===== src/rtl/snake_pkg.sv =====
// rtl/snake_pkg.sv - heading encoding and shared helpers for the snake direction controller
package snake_pkg;

    typedef enum logic [1:0] {
        DIR_UP    = 2'd0,
        DIR_RIGHT = 2'd1,
        DIR_DOWN  = 2'd2,
        DIR_LEFT  = 2'd3
    } dir_t;

    localparam int DEFAULT_QUEUE_DEPTH = 4;

    // Two headings are opposite when they differ only in the high bit.
    function automatic logic is_reverse(input logic [1:0] a, input logic [1:0] b);
        return (a ^ b) == 2'b10;
    endfunction

endpackage


===== src/rtl/dir_fifo.sv =====
// rtl/dir_fifo.sv - small queue of pending headings with head and tail visibility
module dir_fifo #(
    parameter int DEPTH = 4,
    localparam int PW = $clog2(DEPTH),
    localparam int CW = $clog2(DEPTH + 1)
) (
    input  logic          clk,
    input  logic          rst_n,
    input  logic          flush,
    input  logic          push,
    input  logic          pop,
    input  logic [1:0]    wdata,
    output logic [1:0]    rdata,
    output logic [1:0]    tail,
    output logic [CW-1:0] count,
    output logic          full,
    output logic          empty
);

    logic [1:0]    mem_q [DEPTH];
    logic [PW-1:0] wr_ptr_q, wr_ptr_d;
    logic [PW-1:0] rd_ptr_q, rd_ptr_d;
    logic [CW-1:0] count_q, count_d;
    logic          do_push;
    logic          do_pop;

    assign empty = (count_q == '0);
    assign full  = (count_q == CW'(DEPTH));
    assign count = count_q;
    assign rdata = mem_q[rd_ptr_q];
    assign tail  = mem_q[wr_ptr_q - PW'(1)];

    // A full queue still accepts a write when the head leaves in the same cycle.
    assign do_pop  = pop & ~empty;
    assign do_push = push & (~full | do_pop);

    // Next pointers and occupancy; flush empties the queue regardless of traffic.
    always_comb begin
        wr_ptr_d = wr_ptr_q;
        rd_ptr_d = rd_ptr_q;
        count_d  = count_q;
        if (flush) begin
            wr_ptr_d = '0;
            rd_ptr_d = '0;
            count_d  = '0;
        end else begin
            if (do_push) wr_ptr_d = wr_ptr_q + PW'(1);
            if (do_pop)  rd_ptr_d = rd_ptr_q + PW'(1);
            case ({do_push, do_pop})
                2'b10:   count_d = count_q + CW'(1);
                2'b01:   count_d = count_q - CW'(1);
                default: count_d = count_q;
            endcase
        end
    end

    // Pointer and occupancy registers.
    always_ff @(posedge clk or negedge rst_n) begin
        if (!rst_n) begin
            wr_ptr_q <= '0;
            rd_ptr_q <= '0;
            count_q  <= '0;
        end else begin
            wr_ptr_q <= wr_ptr_d;
            rd_ptr_q <= rd_ptr_d;
            count_q  <= count_d;
        end
    end

    // Entry storage; only the slot under the write pointer changes.
    always_ff @(posedge clk or negedge rst_n) begin
        if (!rst_n) begin
            for (int i = 0; i < DEPTH; i++) mem_q[i] <= 2'd0;
        end else if (do_push && !flush) begin
            mem_q[wr_ptr_q] <= wdata;
        end
    end

endmodule


===== src/rtl/snake_dir_ctrl.sv =====
// rtl/snake_dir_ctrl.sv - button edges to filtered, queued snake heading changes
module snake_dir_ctrl
    import snake_pkg::*;
#(
    parameter int         QUEUE_DEPTH = DEFAULT_QUEUE_DEPTH,
    parameter logic [1:0] INIT_DIR    = 2'd1
) (
    input  logic                               clk,
    input  logic                               rst_n,
    input  logic                               btn_up,
    input  logic                               btn_right,
    input  logic                               btn_down,
    input  logic                               btn_left,
    input  logic                               game_tick,
    input  logic                               restart,
    output logic [1:0]                         dir,
    output logic                               turn_applied,
    output logic [$clog2(QUEUE_DEPTH+1)-1:0]   q_count,
    output logic                               overflow
);

    localparam int CW = $clog2(QUEUE_DEPTH + 1);

    // Bit index matches the heading encoding: 0=UP .. 3=LEFT.
    logic [3:0]    btn_vec;
    logic [3:0]    btn_q;
    logic [3:0]    btn_event;
    logic [1:0]    dir_q, dir_d;
    logic          turn_applied_q, turn_applied_d;
    logic          overflow_q, overflow_d;

    logic          has_event;
    logic [1:0]    cand;
    logic [1:0]    ref_dir;
    logic          accept;
    logic          fifo_push;
    logic          fifo_pop;
    logic [1:0]    fifo_rdata;
    logic [1:0]    fifo_tail;
    logic [CW-1:0] fifo_count;
    logic          fifo_full;
    logic          fifo_empty;

    assign btn_vec   = {btn_left, btn_down, btn_right, btn_up};
    assign btn_event = btn_vec & ~btn_q;

    dir_fifo #(
        .DEPTH (QUEUE_DEPTH)
    ) u_fifo (
        .clk   (clk),
        .rst_n (rst_n),
        .flush (restart),
        .push  (fifo_push),
        .pop   (fifo_pop),
        .wdata (cand),
        .rdata (fifo_rdata),
        .tail  (fifo_tail),
        .count (fifo_count),
        .full  (fifo_full),
        .empty (fifo_empty)
    );

    // Pick the highest-priority new press, filter it against the last planned heading,
    // and work out the heading/flag updates for this cycle.
    always_comb begin
        has_event      = |btn_event;
        cand           = DIR_UP;
        if (btn_event[0])      cand = DIR_UP;
        else if (btn_event[1]) cand = DIR_RIGHT;
        else if (btn_event[2]) cand = DIR_DOWN;
        else if (btn_event[3]) cand = DIR_LEFT;

        // Compare against the newest queued turn so chained presses are judged in order.
        ref_dir        = fifo_empty ? dir_q : fifo_tail;
        accept         = has_event && (cand != ref_dir) && !is_reverse(cand, ref_dir);

        fifo_pop       = game_tick & ~fifo_empty & ~restart;
        fifo_push      = accept & ~restart & (~fifo_full | fifo_pop);

        dir_d          = dir_q;
        turn_applied_d = 1'b0;
        overflow_d     = overflow_q;
        if (restart) begin
            dir_d      = INIT_DIR;
            overflow_d = 1'b0;
        end else begin
            if (fifo_pop) begin
                dir_d          = fifo_rdata;
                turn_applied_d = 1'b1;
            end
            if (accept && fifo_full && !fifo_pop) overflow_d = 1'b1;
        end
    end

    // Heading, turn strobe, sticky overflow and button history registers.
    always_ff @(posedge clk or negedge rst_n) begin
        if (!rst_n) begin
            btn_q          <= '0;
            dir_q          <= INIT_DIR;
            turn_applied_q <= 1'b0;
            overflow_q     <= 1'b0;
        end else begin
            btn_q          <= btn_vec;
            dir_q          <= dir_d;
            turn_applied_q <= turn_applied_d;
            overflow_q     <= overflow_d;
        end
    end

    assign dir          = dir_q;
    assign turn_applied = turn_applied_q;
    assign q_count      = fifo_count;
    assign overflow     = overflow_q;

endmodule

===== config.mk =====
export PLATFORM = sky130hd
export DESIGN_NAME = snake_dir_ctrl
export DESIGN_NICKNAME = d
export VERILOG_FILES = /design/src/rtl/snake_pkg.sv /design/src/rtl/dir_fifo.sv /design/src/rtl/snake_dir_ctrl.sv
export SDC_FILE = /design/constraint.sdc
export NUM_CORES = 1
export LEC_CHECK = 0
export ABC_AREA = 0
export CORE_ASPECT_RATIO = 0.75
export CORE_UTILIZATION = 25
export CTS_BUF_LIST = sky130_fd_sc_hd__clkbuf_16
export CTS_CLUSTER_DIAMETER = 100
export CTS_CLUSTER_SIZE = 14
export DETAILED_ROUTE_END_ITERATION = 8
export SYNTH_ARGS = -nofsm -noshare
export SYNTH_HDL_FRONTEND = slang
export SYNTH_SLANG_ARGS = --single-unit

===== constraint.sdc =====
create_clock -name clk -period 4.15 [get_ports clk]
set_input_delay 0.83 -clock clk [delete_from_list [all_inputs] [get_ports clk]]
set_output_delay 0.83 -clock clk [all_outputs]
set_load 0.01 [all_outputs]

==> results of run 1 <==
-- final timing paths --
check | from | to | slack (ns) | cells past startpoint
max in group asynchronous | rst_n | u_fifo.wr_ptr_q[1] | 2.38 | 1
max reg2reg | u_fifo.wr_ptr_q[0] | u_fifo.count[2] | 0.87 | 12
min reg2reg | overflow | overflow | 0.50 | 2
min in group asynchronous | rst_n | u_fifo.mem_q[7] | 1.14 | 1
max | btn_up | u_fifo.count[2] | 0.69 | 11
min | overflow | overflow | 0.50 | 2
-- cell families after synthesis --
family                   after synthesis
AO/OA/AOI/OAI                         11
XOR/XNOR                               3
adder cells (fa/ha/maj)                5
buffers and inverters                  8
flip-flops                            23
multiplexers                          16
AND/OR/NAND/NOR                       35
-- per-stage QoR --
step / util, % / instance area [µm²] / power [W] / cells
6_report: 32.7 / 1480 / 0.000979 / 174
5_1_grt: 32.7 / 1480 / 0.00106 / 174
4_1_cts: 32.7 / 1480 / 0.000994 / 174
3_5_place_dp: 30.9 / 1400 / 0.000773 / 170
3_3_place_gp: 30.9 / 1400 / 0.000755 / 170
2_1_floorplan: - / 1190 / 0.000655 / 101
-- flip-flops by register name (all words and copies together), names as in the netlist --
name,cells
turn_applied,1
overflow,1
u_fifo.count,3
u_fifo.rd_ptr_q,2
btn_q,4
dir,2
u_fifo.mem_q,8
u_fifo.wr_ptr_q,2
-- critical path, cell delays in order --
cell	delay, ns
clkdlybuf4s50_1	0.41
nor2b_1	0.18
or4bb_1	0.55
nand2_1	0.19
nor3_4	0.11
nor3_1	0.20
fa_1	0.23
inv_1	0.06
or4_1	0.53
a41oi_1	0.22
o31ai_1	0.09
-- layout make-up --
type                    count  area share (%)
inverters                   5            1.27
clock inverters             1           0.508
flip-flops and latches     23            39.0
well taps                  57            4.83
multi-input cells          70            39.3
repair buffers             15            9.99
clock buffers               3            5.08
-- power by group through the flow --
stage / sequential, W / clock, W / combinational [W]
CTS: 0.000367 / 0.000223 / 0.000404
global placement: 0.000364 / 0 / 0.000391
detailed placement: 0.000371 / 0 / 0.000402
global route: 0.000380 / 0.000239 / 0.000445
floorplan: 0.000362 / 0 / 0.000293
finish: 0.000365 / 0.000216 / 0.000398
-- routing by layer --
layer  track usage (%)  up-vias  wire length (µm)
li1                  -      393                 -
met1              16.5      388              1270
met2              16.0       16               990
met3              3.50        6                79
met4              5.26        0                48
met5                 0        -                 0
-- cell usage in the layout (no fill, tap or decap), drive strengths merged, types with 2 or more instances in the layout --
cell type      netlist  final
clkbuf               2      3
clkdlybuf4s50        0     14
a31oi                2      2
xnor2                2      2
nor3                 4      4
ha                   4      4
o31ai                2      2
dfrtp               22     22
mux2                10     10
nand2b               3      3
nor2                10     10
inv                  5      5
nand2               11     11
mux4                 3      3
nor2b                3      3
mux2i                3      3
==> impl_results.md, run 1 <==
* Crit Path Category: input pin to flip-flop
* Yosys cell types at 33
* Layout Skew at 0.00228 ns
* Die Wd at 81.7 µm
* Critical path arrival at 3.60 ns
* Critical Path RT at 4.29 ns
* Status: finished clean
* Largest family of logic cells by synthesized area: multiplexers
* Clk pin slew, worst setup/hold paths at 0.06 ns
* Post-Synth XOR/XNOR Area at 2.21%
* Num rows at 21
* GP Congestion at 0.868
* Initial Util at 26.4%
* P per Cell Area at 663 mW/mm²
* TritonCTS clock tree: built
* Fraction of layout cells with a size suffix above 1 at 17.1%
* Leak at 0.624 nW
* Min Tclk post-route at 3.46 ns
* Vias per cell at 4.61
* First-pass GRT wire length at 4.16 mm
* Diode count at 0
* Worst slew margin at 30.2%
* Grt total ovfl at 0
* Total setup buffers inserted after CTS at 0
* Chip height at 61.8 µm
* Yosys top cell area share at 46.2%
* Hold Path Class: flip-flop to flip-flop
* Routed vias at 803
* Post-synthesis mux area share at 17.6%
* TritonCTS buffer count at 3
* Sink Count at 23
* Ys flop type: dfrtp_1
* Clock share of power at 22.1%
* Synthesized Nets at 114
* Hpwl dp at 1.86 mm
* Synth Area per Inst at 11.8 µm²
* Worst slack at placement at 0.434 ns
* Nets at 131
* Post-Route WL at 2.39 mm
* DRT Pass-1 Iters at 3
* FF+latch count, synth at 23
* P_int at 0.000639 W
* CP Max Fanout at 12
* Detailed-route DRC error count at 0
* Synth Area in Compound Gates at 7.35%
* Combinational Power Share at 40.7%
* Period utilization at 83.3%
* CP Launch Type: input pin
* Bufs on Longest Clock Path at 2
* DRT iter0 DRCs at 45
* Ports at 15
* Fill cells at 458
* Register area share after synthesis at 48.4%
* Synth async-reset ratio at 100%
* Die ar. at 0.00505 mm²
* Pins Over Slew Limit at 0
* Synthesis Warnings at 0
* Max cap viols at 0
* Clock insertion delay at the later pin of the skew report at 0.26 ns
* Post-Synth Adder-Cell Area at 5.88%
* Cell Area, Synth at 0.00119 mm²
* Slew @ Worst Pin at 1.04 ns
* # setup viols final at 0
* Sequential Area at 577 µm²
* WL/cell at 13.7 µm
* Net Sw Power at 0.000340 W
* Post-synth EDFFs at 0
* Achievable clock frequency at 289 MHz
* Cts repair resizes at 0
* Root Driver: clkbuf_16
* Top cells by count, synth: dfrtp_1, nand2_1, nor2_1
* Synth area leader: dfrtp_1
* Synth top area cells: dfrtp_1, mux2_2, mux4_2
* # port buffers at 14
* Vias in the first global route at 819
* Final worst slack at 0.693 ns
* Part of the power in registers at 37.3%
* Hold slack at 0.500 ns
* H-tree depth at 1
* Simple-Gate Fraction of Synth Area at 15.7%
* RSZ-0062 raised after global routing: false
* Remaining antenna violation count after routing at 0
* Largest net degree at the start of global routing at 24
* Top-count cell post-synth: dfrtp_1
* Cells after Synth at 101
* Layout area overhead at 24.1%
* TNS Setup at 0 ns
* Hold Violations, Final at 0
* Net Sw Frac at 34.7%
* Antenna violations before repair at 0
* Multi-input logic area at 581 µm²
* GRT Overall Usage at 11.5%
* Max rail drop VDD at 265 µV
* Core ar. at 0.00452 mm²
* CP Capture Type: flip-flop
* Hold-fix buffers, CTS at 0
Power figures use the tool's default switching activity.
==> run 2, diff against run 1 <==
clock period = 2.9 ns   (was 4.15 ns; I/O delays follow)
==> run 2 against run 1 <==
Flip-flop and latch count unchanged. Non-clock buffer count rose by 17. Clock power grew 41%. Worst setup slack lost 0.60 ns. Core utilization increased by 3.4 points. Highest routed layer unchanged.
==> impl_results.md, run 2 (synthesis results as in run 1) <==
* Nets at 148 (was 131)
* Remaining antenna violation count after routing at 0 (unchanged)
* GP Congestion at 0.832 (was 0.868)
* Ports at 15 (unchanged)
* Fraction of layout cells with a size suffix above 1 at 32.8% (was 17.1%)
* CP peak stage delay at 0.53 ns (was 0.55 ns)
* Reg2reg path depth at 10 (was 12)
* Layout area overhead at 37.0% (was 24.1%)
* H-tree depth at 1 (unchanged)
* Net Sw Power at 0.000540 W (was 0.000340 W)
* Reg2Reg Setup Slack at 0.09 ns (was 0.87 ns)
* Critical path arrival at 2.95 ns (was 3.60 ns)
* Hpwl dp at 1.90 mm (was 1.86 mm)
* Sink Count at 23 (unchanged)
* Hold Violations, Final at 0 (unchanged)
* Post-Route WL at 2.64 mm (was 2.39 mm)
* Max rail drop VDD at 381 µV (was 265 µV)
* Most common cell after layout, fill and taps aside: dfrtp_1 (unchanged)
* Status: finished clean (unchanged)
* Detailed-route DRC error count at 0 (unchanged)
* Placed Area at 0.00154 mm² (was 0.00140 mm²)
* Leak at 0.712 nW (was 0.624 nW)
* Initial Util at 26.4% (unchanged)
* Sequential Area at 577 µm² (unchanged)
* First-pass GRT wire length at 4.16 mm (unchanged)
* Grt total ovfl at 0 (unchanged)
* TritonCTS clock tree: built (unchanged)
* Final Util at 36.1% (was 32.7%)
* Worst slew margin at 60.9% (was 30.2%)
* # port buffers at 14 (unchanged)
* Final instance area at 0.00163 mm² (was 0.00148 mm²)
* Min Tclk post-route at 2.81 ns
* Routed vias at 879 (was 803)
* Fill cells at 449 (was 458)
* CP Max Fanout at 5 (was 12)
* Crit path cell chain: nor3_1 -> mux2i_2 -> o21a_1 -> nor3_4 -> nor3_4 -> fa_2 -> inv_1 -> or4_1 -> a41oi_2 -> o31ai_1 (was clkdlybuf4s50_1 -> nor2b_1 -> or4bb_1 -> nand2_1 -> nor3_4 -> nor3_1 -> fa_1 -> inv_1 -> or4_1 -> a41oi_1 -> o31ai_1)
* Part of the power in registers at 33.7% (was 37.3%)
* Largest register FFs at 8 (unchanged)
* Chip height at 61.8 µm (unchanged)
* Diode count at 0 (unchanged)
* WL/cell at 13.8 µm (was 13.7 µm)
* DRT Pass-1 Iters at 4 (was 3)
* TritonCTS buffer count at 3 (unchanged)
* Pins Over Slew Limit at 0 (unchanged)
* Period utilization at 96.8%
* CP Capture Type: flip-flop (unchanged)
* P per Cell Area at 950 mW/mm² (was 663 mW/mm²)
* Achievable clock frequency at 356 MHz
* Vias per cell at 4.60 (was 4.61)
* Most frequent cells in the layout: dfrtp_1, buf_4, clkdlybuf4s50_1, nor2_1, nand2_1 (was dfrtp_1, clkdlybuf4s50_1, nand2_1, nor2_1, mux2_2)
* Cell mode on critical path: nor3_4
* Clk pin slew, worst setup/hold paths at 0.06 ns (about the same)
* GRT Overall Usage at 11.6% (was 11.5%)
* DRT iter0 DRCs at 36 (was 45)
* Num rows at 21 (unchanged)
* Net Sw Frac at 34.8% (was 34.7%)
* Root Driver: clkbuf_16 (unchanged)
* Worst Hold Path Cells at 1 (was 2)
* Slowest CP cell: nor3_1 (was or4bb_1)
* Largest net degree at the start of global routing at 24 (unchanged)
* Largest Register: u_fifo.mem_q (unchanged)
* Die Wd at 81.7 µm (unchanged)
* Vias in the first global route at 844 (was 819)
* Antenna violations before repair at 0 (unchanged)
* Core ar. at 0.00452 mm² (unchanged)
* CP Launch Type: flip-flop (was input pin)
* Max cap viols at 0 (unchanged)
* Clock share of power at 19.6% (was 22.1%)
* Clock insertion delay at the later pin of the skew report at 0.26 ns (about the same)
* P_int at 0.00101 W (was 0.000639 W)
* Hold-fix buffers, CTS at 0 (unchanged)
* Combinational Power Share at 46.7% (was 40.7%)
* Bufs on Longest Clock Path at 2 (unchanged)
* Crit Path Category: flip-flop to flip-flop (was input pin to flip-flop)
* Critical Path RT at 3.04 ns (was 4.29 ns)
* Layout Skew at 0.00322 ns (was 0.00228 ns)
* Die ar. at 0.00505 mm² (unchanged)
* Hold Path Class: flip-flop to flip-flop (unchanged)
* Slew @ Worst Pin at 0.582 ns (was 1.04 ns)
* # setup viols final at 0 (unchanged)
* Total power at 0.00155 W (was 0.000979 W)
* Multi-input logic area at 611 µm² (was 581 µm²)
==> run 2: metrics by stage <==
stage | worst slack [ns] | hold WS (ns) | setup TNS [ns] | cells
global route | -0.0349 | 0.531 | -0.0349 | 191
detailed placement | -0.302 | 0.496 | -0.302 | 186
CTS | 0.0437 | 0.510 | 0 | 191
finish | 0.0941 | 0.511 | 0 | 191
floorplan | -0.0550 | 0.284 | -0.0550 | 101
global placement | -0.230 | 0.488 | -0.230 | 186
==> run 2: timing repair <==
action | 4_1_cts | 5_1_grt
resized for setup | 3 | 2
buffers inserted | 1 | 0
hold endpoints to repair | 0 | 0
setup endpoints to repair | 1 | 1
pin swaps | 5 | 2
==> run 2: worst max-delay path: cells and delay by family, from the launching register on <==
| kind | cells | cell delay [ns] |
|---|---|---|
| AO/OA/AOI/OAI | 3 | 0.46 |
| adder cells (fa/ha/maj) | 1 | 0.24 |
| buffers and inverters | 1 | 0.05 |
| flip-flops | 1 | 0.44 |
| multiplexers | 1 | 0.34 |
| AND/OR/NAND/NOR | 4 | 1.16 |
==> run 2: routing by layer <==
metal | part of all wire (%) | track usage, %
met1 | 47 | 14.5
met2 | 48 | 19.3
met3 | 3.9 | 3.50
met4 | 1.4 | 4.51
met5 | 0 | 0
==> run 2: power groups by stage <==
stage               Clock, W  Combinational (W)  Sequential (W)
finish              0.000304           0.000724        0.000522
CTS                 0.000310           0.000706        0.000519
global route        0.000325           0.000792        0.000537
detailed placement         0           0.000696        0.000524
global placement           0           0.000678        0.000517
floorplan                  0           0.000438        0.000519
==> run 2: layout make-up <==
cell class / count / share of cell area, %
sequential: 23 / 35.4
inverter: 5 / 1.15
timing repair buffer: 32 / 16.8
clock inverter: 1 / 0.307
tap: 57 / 4.37
multi-input combinational: 70 / 37.4
clock buffer: 3 / 4.60
==> run 2: worst paths after layout <==
path,startpoint,end
min reg2reg,u_fifo.mem_q[5],u_fifo.mem_q[5]
min in group asynchronous,rst_n,u_fifo.mem_q[0]
max,u_fifo.count[1],u_fifo.count[2]
max in group asynchronous,rst_n,dir[0]
min,u_fifo.mem_q[5],u_fifo.mem_q[5]
max reg2reg,u_fifo.count[1],u_fifo.count[2]
